--- src/rtl/sdram_pkg.sv ---
// sdram_pkg
//   Shared types and defaults for the SDRAM request arbiter slice.
//   - sdram_addr_t : 25-bit byte address
//   - port_e       : client identifier, also the fixed-priority order (dl > vid > cpu)
//   - arb_state_e  : arbiter FSM states
//   - burst_align  : clears addr[1:0] so a 2x16-bit read burst stays 32-bit aligned
package sdram_pkg;

   localparam int unsigned ADDR_W        = 25;
   localparam int unsigned INIT_WAIT_DEF = 15100;
   localparam int unsigned CAP0_DEF      = 7;
   localparam int unsigned CAP1_DEF      = 8;
   localparam int unsigned LAST_DEF      = 15;

   typedef logic [ADDR_W-1:0] sdram_addr_t;

   typedef enum logic [1:0] {
      PORT_DL  = 2'd0,
      PORT_VID = 2'd1,
      PORT_CPU = 2'd2
   } port_e;

   typedef enum logic [1:0] {
      ST_WAIT_INIT = 2'd0,
      ST_IDLE      = 2'd1,
      ST_RUN       = 2'd2
   } arb_state_e;

   function automatic sdram_addr_t burst_align(input sdram_addr_t a);
      return {a[ADDR_W-1:2], 2'b00};
   endfunction

endpackage

--- src/rtl/sdram_rd_capture.sv ---
// sdram_rd_capture
//   Read-burst capture for one client: samples the SDRAM data pins into the low
//   half at CAP0 and the high half at CAP1, then pulses o_valid for one clock.
// Ports
//   clk       in   1   controller clock
//   reset_n   in   1   asynchronous active-low reset
//   i_active  in   1   this client owns the current read cycle
//   i_cycle   in   5   controller sm_cycle
//   i_dq      in   16  SDRAM data pins
//   o_dout    out  32  {word1, word0}
//   o_valid   out  1   one-clock pulse on the clock after CAP1
module sdram_rd_capture
   import sdram_pkg::*;
#(
   parameter int unsigned CAP0 = CAP0_DEF,
   parameter int unsigned CAP1 = CAP1_DEF
) (
   input  logic        clk,
   input  logic        reset_n,
   input  logic        i_active,
   input  logic [4:0]  i_cycle,
   input  logic [15:0] i_dq,
   output logic [31:0] o_dout,
   output logic        o_valid
);

   localparam logic [4:0] CAP0_C = 5'(CAP0);
   localparam logic [4:0] CAP1_C = 5'(CAP1);

   logic [15:0] r_w0;
   logic [15:0] r_w1;
   logic        r_valid;

   always_ff @(posedge clk or negedge reset_n) begin
      if (!reset_n) begin
         r_w0    <= '0;
         r_w1    <= '0;
         r_valid <= 1'b0;
      end else begin
         r_valid <= 1'b0;
         if (i_active && (i_cycle == CAP0_C)) begin
            r_w0 <= i_dq;
         end
         if (i_active && (i_cycle == CAP1_C)) begin
            r_w1    <= i_dq;
            r_valid <= 1'b1;
         end
      end
   end

   assign o_dout  = {r_w1, r_w0};
   assign o_valid = r_valid;

endmodule

--- src/rtl/sdram_port_arb.sv ---
// sdram_port_arb
//   Merges three clients (ROM-download byte writer, video reader, CPU reader) onto
//   the SDRAM controller's single we/rd/addr/di port. A granted request is held
//   stable for a full 16-state controller cycle; read bursts are captured per port.
// Ports
//   clk, reset_n                 controller clock, asynchronous active-low reset
//   dl_wr/dl_addr/dl_data        byte write request; dl_ack pulses on completion
//   vid_rd/vid_addr              32-bit read request; vid_dout/vid_valid result
//   cpu_rd/cpu_addr              32-bit read request; cpu_dout/cpu_valid result
//   sd_dq_in                     SDRAM data pins
//   ctl_cycle                    controller sm_cycle
//   ctl_we/ctl_rd/ctl_addr/ctl_di  request to the controller
module sdram_port_arb
   import sdram_pkg::*;
#(
   parameter int unsigned INIT_WAIT = INIT_WAIT_DEF,
   parameter int unsigned CAP0      = CAP0_DEF,
   parameter int unsigned CAP1      = CAP1_DEF,
   parameter int unsigned LAST      = LAST_DEF
) (
   input  logic              clk,
   input  logic              reset_n,
   input  logic              dl_wr,
   input  logic [ADDR_W-1:0] dl_addr,
   input  logic [7:0]        dl_data,
   output logic              dl_ack,
   input  logic              vid_rd,
   input  logic [ADDR_W-1:0] vid_addr,
   output logic [31:0]       vid_dout,
   output logic              vid_valid,
   input  logic              cpu_rd,
   input  logic [ADDR_W-1:0] cpu_addr,
   output logic [31:0]       cpu_dout,
   output logic              cpu_valid,
   input  logic [15:0]       sd_dq_in,
   input  logic [4:0]        ctl_cycle,
   output logic              ctl_we,
   output logic              ctl_rd,
   output logic [ADDR_W-1:0] ctl_addr,
   output logic [7:0]        ctl_di
);

   localparam int unsigned CNT_W  = (INIT_WAIT < 2) ? 1 : $clog2(INIT_WAIT + 1);
   localparam logic [4:0]  LAST_C = 5'(LAST);

   arb_state_e  r_state;
   arb_state_e  w_state_nxt;
   logic [CNT_W-1:0] r_init_cnt;

   logic        r_dl_pend;
   sdram_addr_t r_dl_addr;
   logic [7:0]  r_dl_data;
   logic        r_vid_pend;
   sdram_addr_t r_vid_addr;
   logic        r_cpu_pend;
   sdram_addr_t r_cpu_addr;

   port_e       r_port;
   logic        r_ctl_we;
   logic        r_ctl_rd;
   sdram_addr_t r_ctl_addr;
   logic [7:0]  r_ctl_di;
   logic        r_dl_ack;

   logic        w_any;
   logic        w_cyc_zero;
   logic        w_at_last;
   logic        w_grant;
   logic        w_finish;
   port_e       w_sel;
   logic        w_dl_gnt;
   logic        w_vid_gnt;
   logic        w_cpu_gnt;
   logic        w_vid_active;
   logic        w_cpu_active;

   assign w_any      = r_dl_pend | r_vid_pend | r_cpu_pend;
   assign w_cyc_zero = (ctl_cycle == 5'd0);
   assign w_at_last  = (ctl_cycle == LAST_C);

   // ---------------- FSM: state register ----------------
   always_ff @(posedge clk or negedge reset_n) begin
      if (!reset_n) begin
         r_state <= ST_WAIT_INIT;
      end else begin
         r_state <= w_state_nxt;
      end
   end

   // ---------------- FSM: next state ----------------
   // The controller has no reset, so after init we still wait for its cycle
   // counter to come round to 0 rather than starting mid-cycle.
   always_comb begin
      w_state_nxt = r_state;
      unique case (r_state)
         ST_WAIT_INIT: if (r_init_cnt == '0)          w_state_nxt = ST_IDLE;
         ST_IDLE:      if (w_any && w_cyc_zero)       w_state_nxt = ST_RUN;
         ST_RUN:       if (w_at_last)                 w_state_nxt = ST_IDLE;
         default:                                     w_state_nxt = ST_WAIT_INIT;
      endcase
   end

   // ---------------- FSM: outputs ----------------
   always_comb begin
      w_grant  = (r_state == ST_IDLE) && w_any && w_cyc_zero;
      w_finish = (r_state == ST_RUN) && w_at_last;
      if (r_dl_pend) begin
         w_sel = PORT_DL;
      end else if (r_vid_pend) begin
         w_sel = PORT_VID;
      end else begin
         w_sel = PORT_CPU;
      end
   end

   assign w_dl_gnt  = w_grant && (w_sel == PORT_DL);
   assign w_vid_gnt = w_grant && (w_sel == PORT_VID);
   assign w_cpu_gnt = w_grant && (w_sel == PORT_CPU);

   // ---------------- init wait counter ----------------
   always_ff @(posedge clk or negedge reset_n) begin
      if (!reset_n) begin
         r_init_cnt <= CNT_W'(INIT_WAIT);
      end else if ((r_state == ST_WAIT_INIT) && (r_init_cnt != '0)) begin
         r_init_cnt <= r_init_cnt - CNT_W'(1);
      end
   end

   // ---------------- pending flags ----------------
   // A pulse wins over the grant-clear, so a request arriving on the very
   // clock its predecessor is granted stays pending with its own address.
   always_ff @(posedge clk or negedge reset_n) begin
      if (!reset_n) begin
         r_dl_pend  <= 1'b0;
         r_dl_addr  <= '0;
         r_dl_data  <= '0;
         r_vid_pend <= 1'b0;
         r_vid_addr <= '0;
         r_cpu_pend <= 1'b0;
         r_cpu_addr <= '0;
      end else begin
         if (dl_wr) begin
            r_dl_pend <= 1'b1;
            r_dl_addr <= dl_addr;
            r_dl_data <= dl_data;
         end else if (w_dl_gnt) begin
            r_dl_pend <= 1'b0;
         end

         if (vid_rd) begin
            r_vid_pend <= 1'b1;
            r_vid_addr <= vid_addr;
         end else if (w_vid_gnt) begin
            r_vid_pend <= 1'b0;
         end

         if (cpu_rd) begin
            r_cpu_pend <= 1'b1;
            r_cpu_addr <= cpu_addr;
         end else if (w_cpu_gnt) begin
            r_cpu_pend <= 1'b0;
         end
      end
   end

   // ---------------- controller request registers ----------------
   // we/rd drop on the LAST edge so the controller sees them low at state 0;
   // the address is left as-is since it is only qualified by we/rd.
   always_ff @(posedge clk or negedge reset_n) begin
      if (!reset_n) begin
         r_port     <= PORT_DL;
         r_ctl_we   <= 1'b0;
         r_ctl_rd   <= 1'b0;
         r_ctl_addr <= '0;
         r_ctl_di   <= '0;
         r_dl_ack   <= 1'b0;
      end else begin
         r_dl_ack <= w_finish && (r_port == PORT_DL);
         if (w_grant) begin
            r_port <= w_sel;
            unique case (w_sel)
               PORT_DL: begin
                  r_ctl_we   <= 1'b1;
                  r_ctl_rd   <= 1'b0;
                  r_ctl_addr <= r_dl_addr;
                  r_ctl_di   <= r_dl_data;
               end
               PORT_VID: begin
                  r_ctl_we   <= 1'b0;
                  r_ctl_rd   <= 1'b1;
                  r_ctl_addr <= burst_align(r_vid_addr);
                  r_ctl_di   <= '0;
               end
               default: begin
                  r_ctl_we   <= 1'b0;
                  r_ctl_rd   <= 1'b1;
                  r_ctl_addr <= burst_align(r_cpu_addr);
                  r_ctl_di   <= '0;
               end
            endcase
         end else if (w_finish) begin
            r_ctl_we <= 1'b0;
            r_ctl_rd <= 1'b0;
         end
      end
   end

   assign ctl_we   = r_ctl_we;
   assign ctl_rd   = r_ctl_rd;
   assign ctl_addr = r_ctl_addr;
   assign ctl_di   = r_ctl_di;
   assign dl_ack   = r_dl_ack;

   // ---------------- read capture ----------------
   assign w_vid_active = (r_state == ST_RUN) && (r_port == PORT_VID);
   assign w_cpu_active = (r_state == ST_RUN) && (r_port == PORT_CPU);

   sdram_rd_capture #(
      .CAP0 (CAP0),
      .CAP1 (CAP1)
   ) u_vid_cap (
      .clk      (clk),
      .reset_n  (reset_n),
      .i_active (w_vid_active),
      .i_cycle  (ctl_cycle),
      .i_dq     (sd_dq_in),
      .o_dout   (vid_dout),
      .o_valid  (vid_valid)
   );

   sdram_rd_capture #(
      .CAP0 (CAP0),
      .CAP1 (CAP1)
   ) u_cpu_cap (
      .clk      (clk),
      .reset_n  (reset_n),
      .i_active (w_cpu_active),
      .i_cycle  (ctl_cycle),
      .i_dq     (sd_dq_in),
      .o_dout   (cpu_dout),
      .o_valid  (cpu_valid)
   );

endmodule

--- config.mk ---
export PLATFORM = sky130hd
export DESIGN_NAME = sdram_port_arb
export DESIGN_NICKNAME = d
export VERILOG_FILES = /design/src/rtl/sdram_pkg.sv /design/src/rtl/sdram_rd_capture.sv /design/src/rtl/sdram_port_arb.sv
export SDC_FILE = /design/constraint.sdc
export NUM_CORES = 1
export LEC_CHECK = 0
export CORE_MARGIN = 2
export CORE_UTILIZATION = 53
export CTS_CLUSTER_DIAMETER = 100
export DETAILED_ROUTE_END_ITERATION = 16
export GPL_TIMING_DRIVEN = 0
export PLACE_DENSITY = 0.86
export SLEW_MARGIN = 30
export SYNTH_ARGS = -nofsm -noshare
export SYNTH_HDL_FRONTEND = slang
export SYNTH_SLANG_ARGS = --single-unit
--- constraint.sdc ---
create_clock -name clk -period 5.63 [get_ports clk]
set_clock_uncertainty 0.1 [all_clocks]
set_input_delay 0.8445 -clock clk [delete_from_list [all_inputs] [get_ports clk]]
set_output_delay 0.8445 -clock clk [all_outputs]
set_load 0.01 [all_outputs]
==> impl_metrics.ini <==
[die]
die_y_um = 128
die_x_um = 128
ioPinCount = 211
dieArea_um2 = 16400
fp-row-count = 45
initial_core_util_pct = 54.0
coreArea_um2 = 15100

[placement]
gp_congestion = 0.799
portBuffers = 203
dp.cells = 1011
placed_area_um2 = 10500
dp_hpwl_um = 13800

[clock_network]
post_cts_resize_count = 0
cts.sinks = 202
cts.hold.buffers_added = 0
cts_buffer_depth = 3
root_buffer = clkbuf_16
path_clk_slew_ps = 60
cts_max_level = 1
cts_tree = built
post_cts_buffers = 0
cts_buffers = 21
insertion_delay_ps = 490

[critical_path]
crit_fanout = 10
critPathKind = primary input to register
max_stage_delay_ps = 490
path_cells = clkdlybuf4s50_1, nor3_1, nand3_1, clkbuf_1, mux2_2
arrival_ps = 3000
cpLargestDelayFamily = simple AND/OR/NAND/NOR gates
cp-start-kind = primary input
crit_buf_inv = 2
cp-end-kind = register
cp.required_ps = 5900
critPathSlowestCell = nand3_1

[cells_and_area]
drive_above_1_share_pct = 23.9
final_common_cell = clkdlybuf4s50_1
final_cell_mix = clkdlybuf4s50_1, dfrtp_1, mux2_2
diodes = 0
area_delta_synth_final_pct = 36.7
finalNetCount = 956
final_cells = 1047
final_area_um2 = 11100

[power]
ir_drop_mv = 0.215
powerDensity_nw_per_um2 = 328
p_leak_nw = 5.19

[outcome]
status = finished clean

[synthesis]
syn_area_per_cell_um2 = 13.2
synth.distinct_cells = 40
yosysWarnings = 0
synth_top_area_share_pct = 58.9
synthCells = 618
syn_nets = 728
synth.area.top_cells = dfrtp_1, mux2_2, dfstp_2, mux2i_1, o21ai_0
synth_top_area_cell = dfrtp_1
ys_ff_latch = 202
synth_area_um2 = 8150
seq_area_frac_synth_pct = 62.2

[global_route]
antenna_found_initial = 0
grt_util_all_layers_pct = 24.5
grt_pass1_vias = 6308
grt_overflow = 0
grt_max_degree = 88
grt_pass1_wl_um = 31500

[sta]
slew_viol_final = 0
setup_viol = 0
fin_crit_sh_pct = 48.7
whs_ps = 126
min_period_ps = 2740
worstMarginPinSlew_ps = 718
relSlewSlack_pct = 52.1
max_freq_mhz = 365
timing_hold_violations_final = 0
rsz0062_at_grt = false

[detailed_routing]
avgViaCountPerCell = 5.43
drc_errors = 0
firstDrtPassIters = 4
num_vias = 5684
routed_wl_um = 19700
ant_nets = 0
post_drt_wl_per_cell_um = 18.8
drt_iter0_drc = 244

[job]
drv_cap = 0

[hold_path]
holdCritPathClass = primary input to async pin
==> layout make-up <==
cell class	instances	area (µm²)
timing repair buffer	205	2090
clock inverter	5	32.5
multi-input combinational	372	2910
fill	973	3940
inverter	8	30.0
buffer	36	148
clock buffer	31	633
sequential	202	5070
tap	188	235
==> worst register-to-register path, stage by stage, from the launching register on <==
cell and delay, ps:
dfrtp_1 360, clkbuf_1 200, or3_1 470, nand4_1 270, clkbuf_1 360, clkbuf_1 400
o21ai_0 180
==> synthesized netlist by cell type (all sizes together) <==
cell type and n:
a21o 1, a21oi 24, a22o 1, a311oi 1, and2 1, and3 1
and4b 1, buf 15, clkbuf 21, dfrtp 192, dfstp 10, ha 1
inv 8, mux2 144, mux2i 25, nand2 50, nand2b 3, nand3 3
nand4 3, nor2 35, nor2b 3, nor3 8, nor3b 1, nor4 5
nor4b 1, o211ai 1, o21ai 38, o21ba 1, o22ai 1, o31ai 1
o41ai 1, or2 2, or3 1, or4 3, or4b 1, xnor2 1
xor2 9
==> where the power goes <==
part / switching, mW / internal (mW)
registers: 0.100 / 1.61
clock network: 0.547 / 0.777
logic: 0.266 / 0.353
total: 0.913 / 2.74
==> through the flow <==
step	setup slack [ps]	power, mW	setup TNS (ps)	util, %
after floorplan	3270	1.96	0	-
after global placement	-4100	2.31	-801460	69.1
after detailed placement	2370	2.35	0	69.5
after CTS	2890	3.69	0	73.9
after global routing	2770	3.81	0	73.9
final	2890	3.65	0	73.9
==> flip-flops by register name (all words and copies together), names as in the netlist, 14 cells and up <==
name,count
u_cpu_cap.r_w1,16
u_vid_cap.r_w0,16
r_init_cnt,14
ctl_addr,25
r_cpu_addr,23
u_cpu_cap.r_w0,16
r_dl_addr,25
u_vid_cap.r_w1,16
r_vid_addr,23
==> worst paths after layout <==
| check | to | slack, ps | cells past startpoint | start |
|---|---|---|---|---|
| setup / recovery | u_cpu_cap.r_w1[13] | 2890 | 5 | ctl_cycle[0] |
| hold / removal | r_vid_addr[2] | 130 | 1 | reset_n |
| setup reg to reg | r_port[0] | 3140 | 6 | r_dl_pend |
| hold reg to reg | ctl_di[7] | 380 | 2 | ctl_di[7] |
| max in group asynchronous | r_init_cnt[11] | 4550 | 2 | reset_n |
| min in group clk | ctl_di[7] | 380 | 2 | ctl_di[7] |
==> cells by family after synthesis <==
group | Yosys count | synth area share [%]
AOI/OAI and AO/OA | 70 | 4.60
and+or+nand+nor | 122 | 6.88
DFF | 202 | 62.2
buffers and inverters | 44 | 2.18
adders and majority gates | 1 | 0.153
muxes | 169 | 23.0
xor gates and xnor gates | 10 | 1.07
==> layer usage <==
layer / vias to the layer above / share of wire (%) / GRT usage (%)
li1: 2616 / - / -
met1: 2821 / 38 / 27.9
met2: 205 / 52 / 44.9
met3: 42 / 7.0 / 6.64
met4: 0 / 2.4 / 7.43
met5: - / 0 / 0
Note: power is estimated with default switching activity, not from simulation.
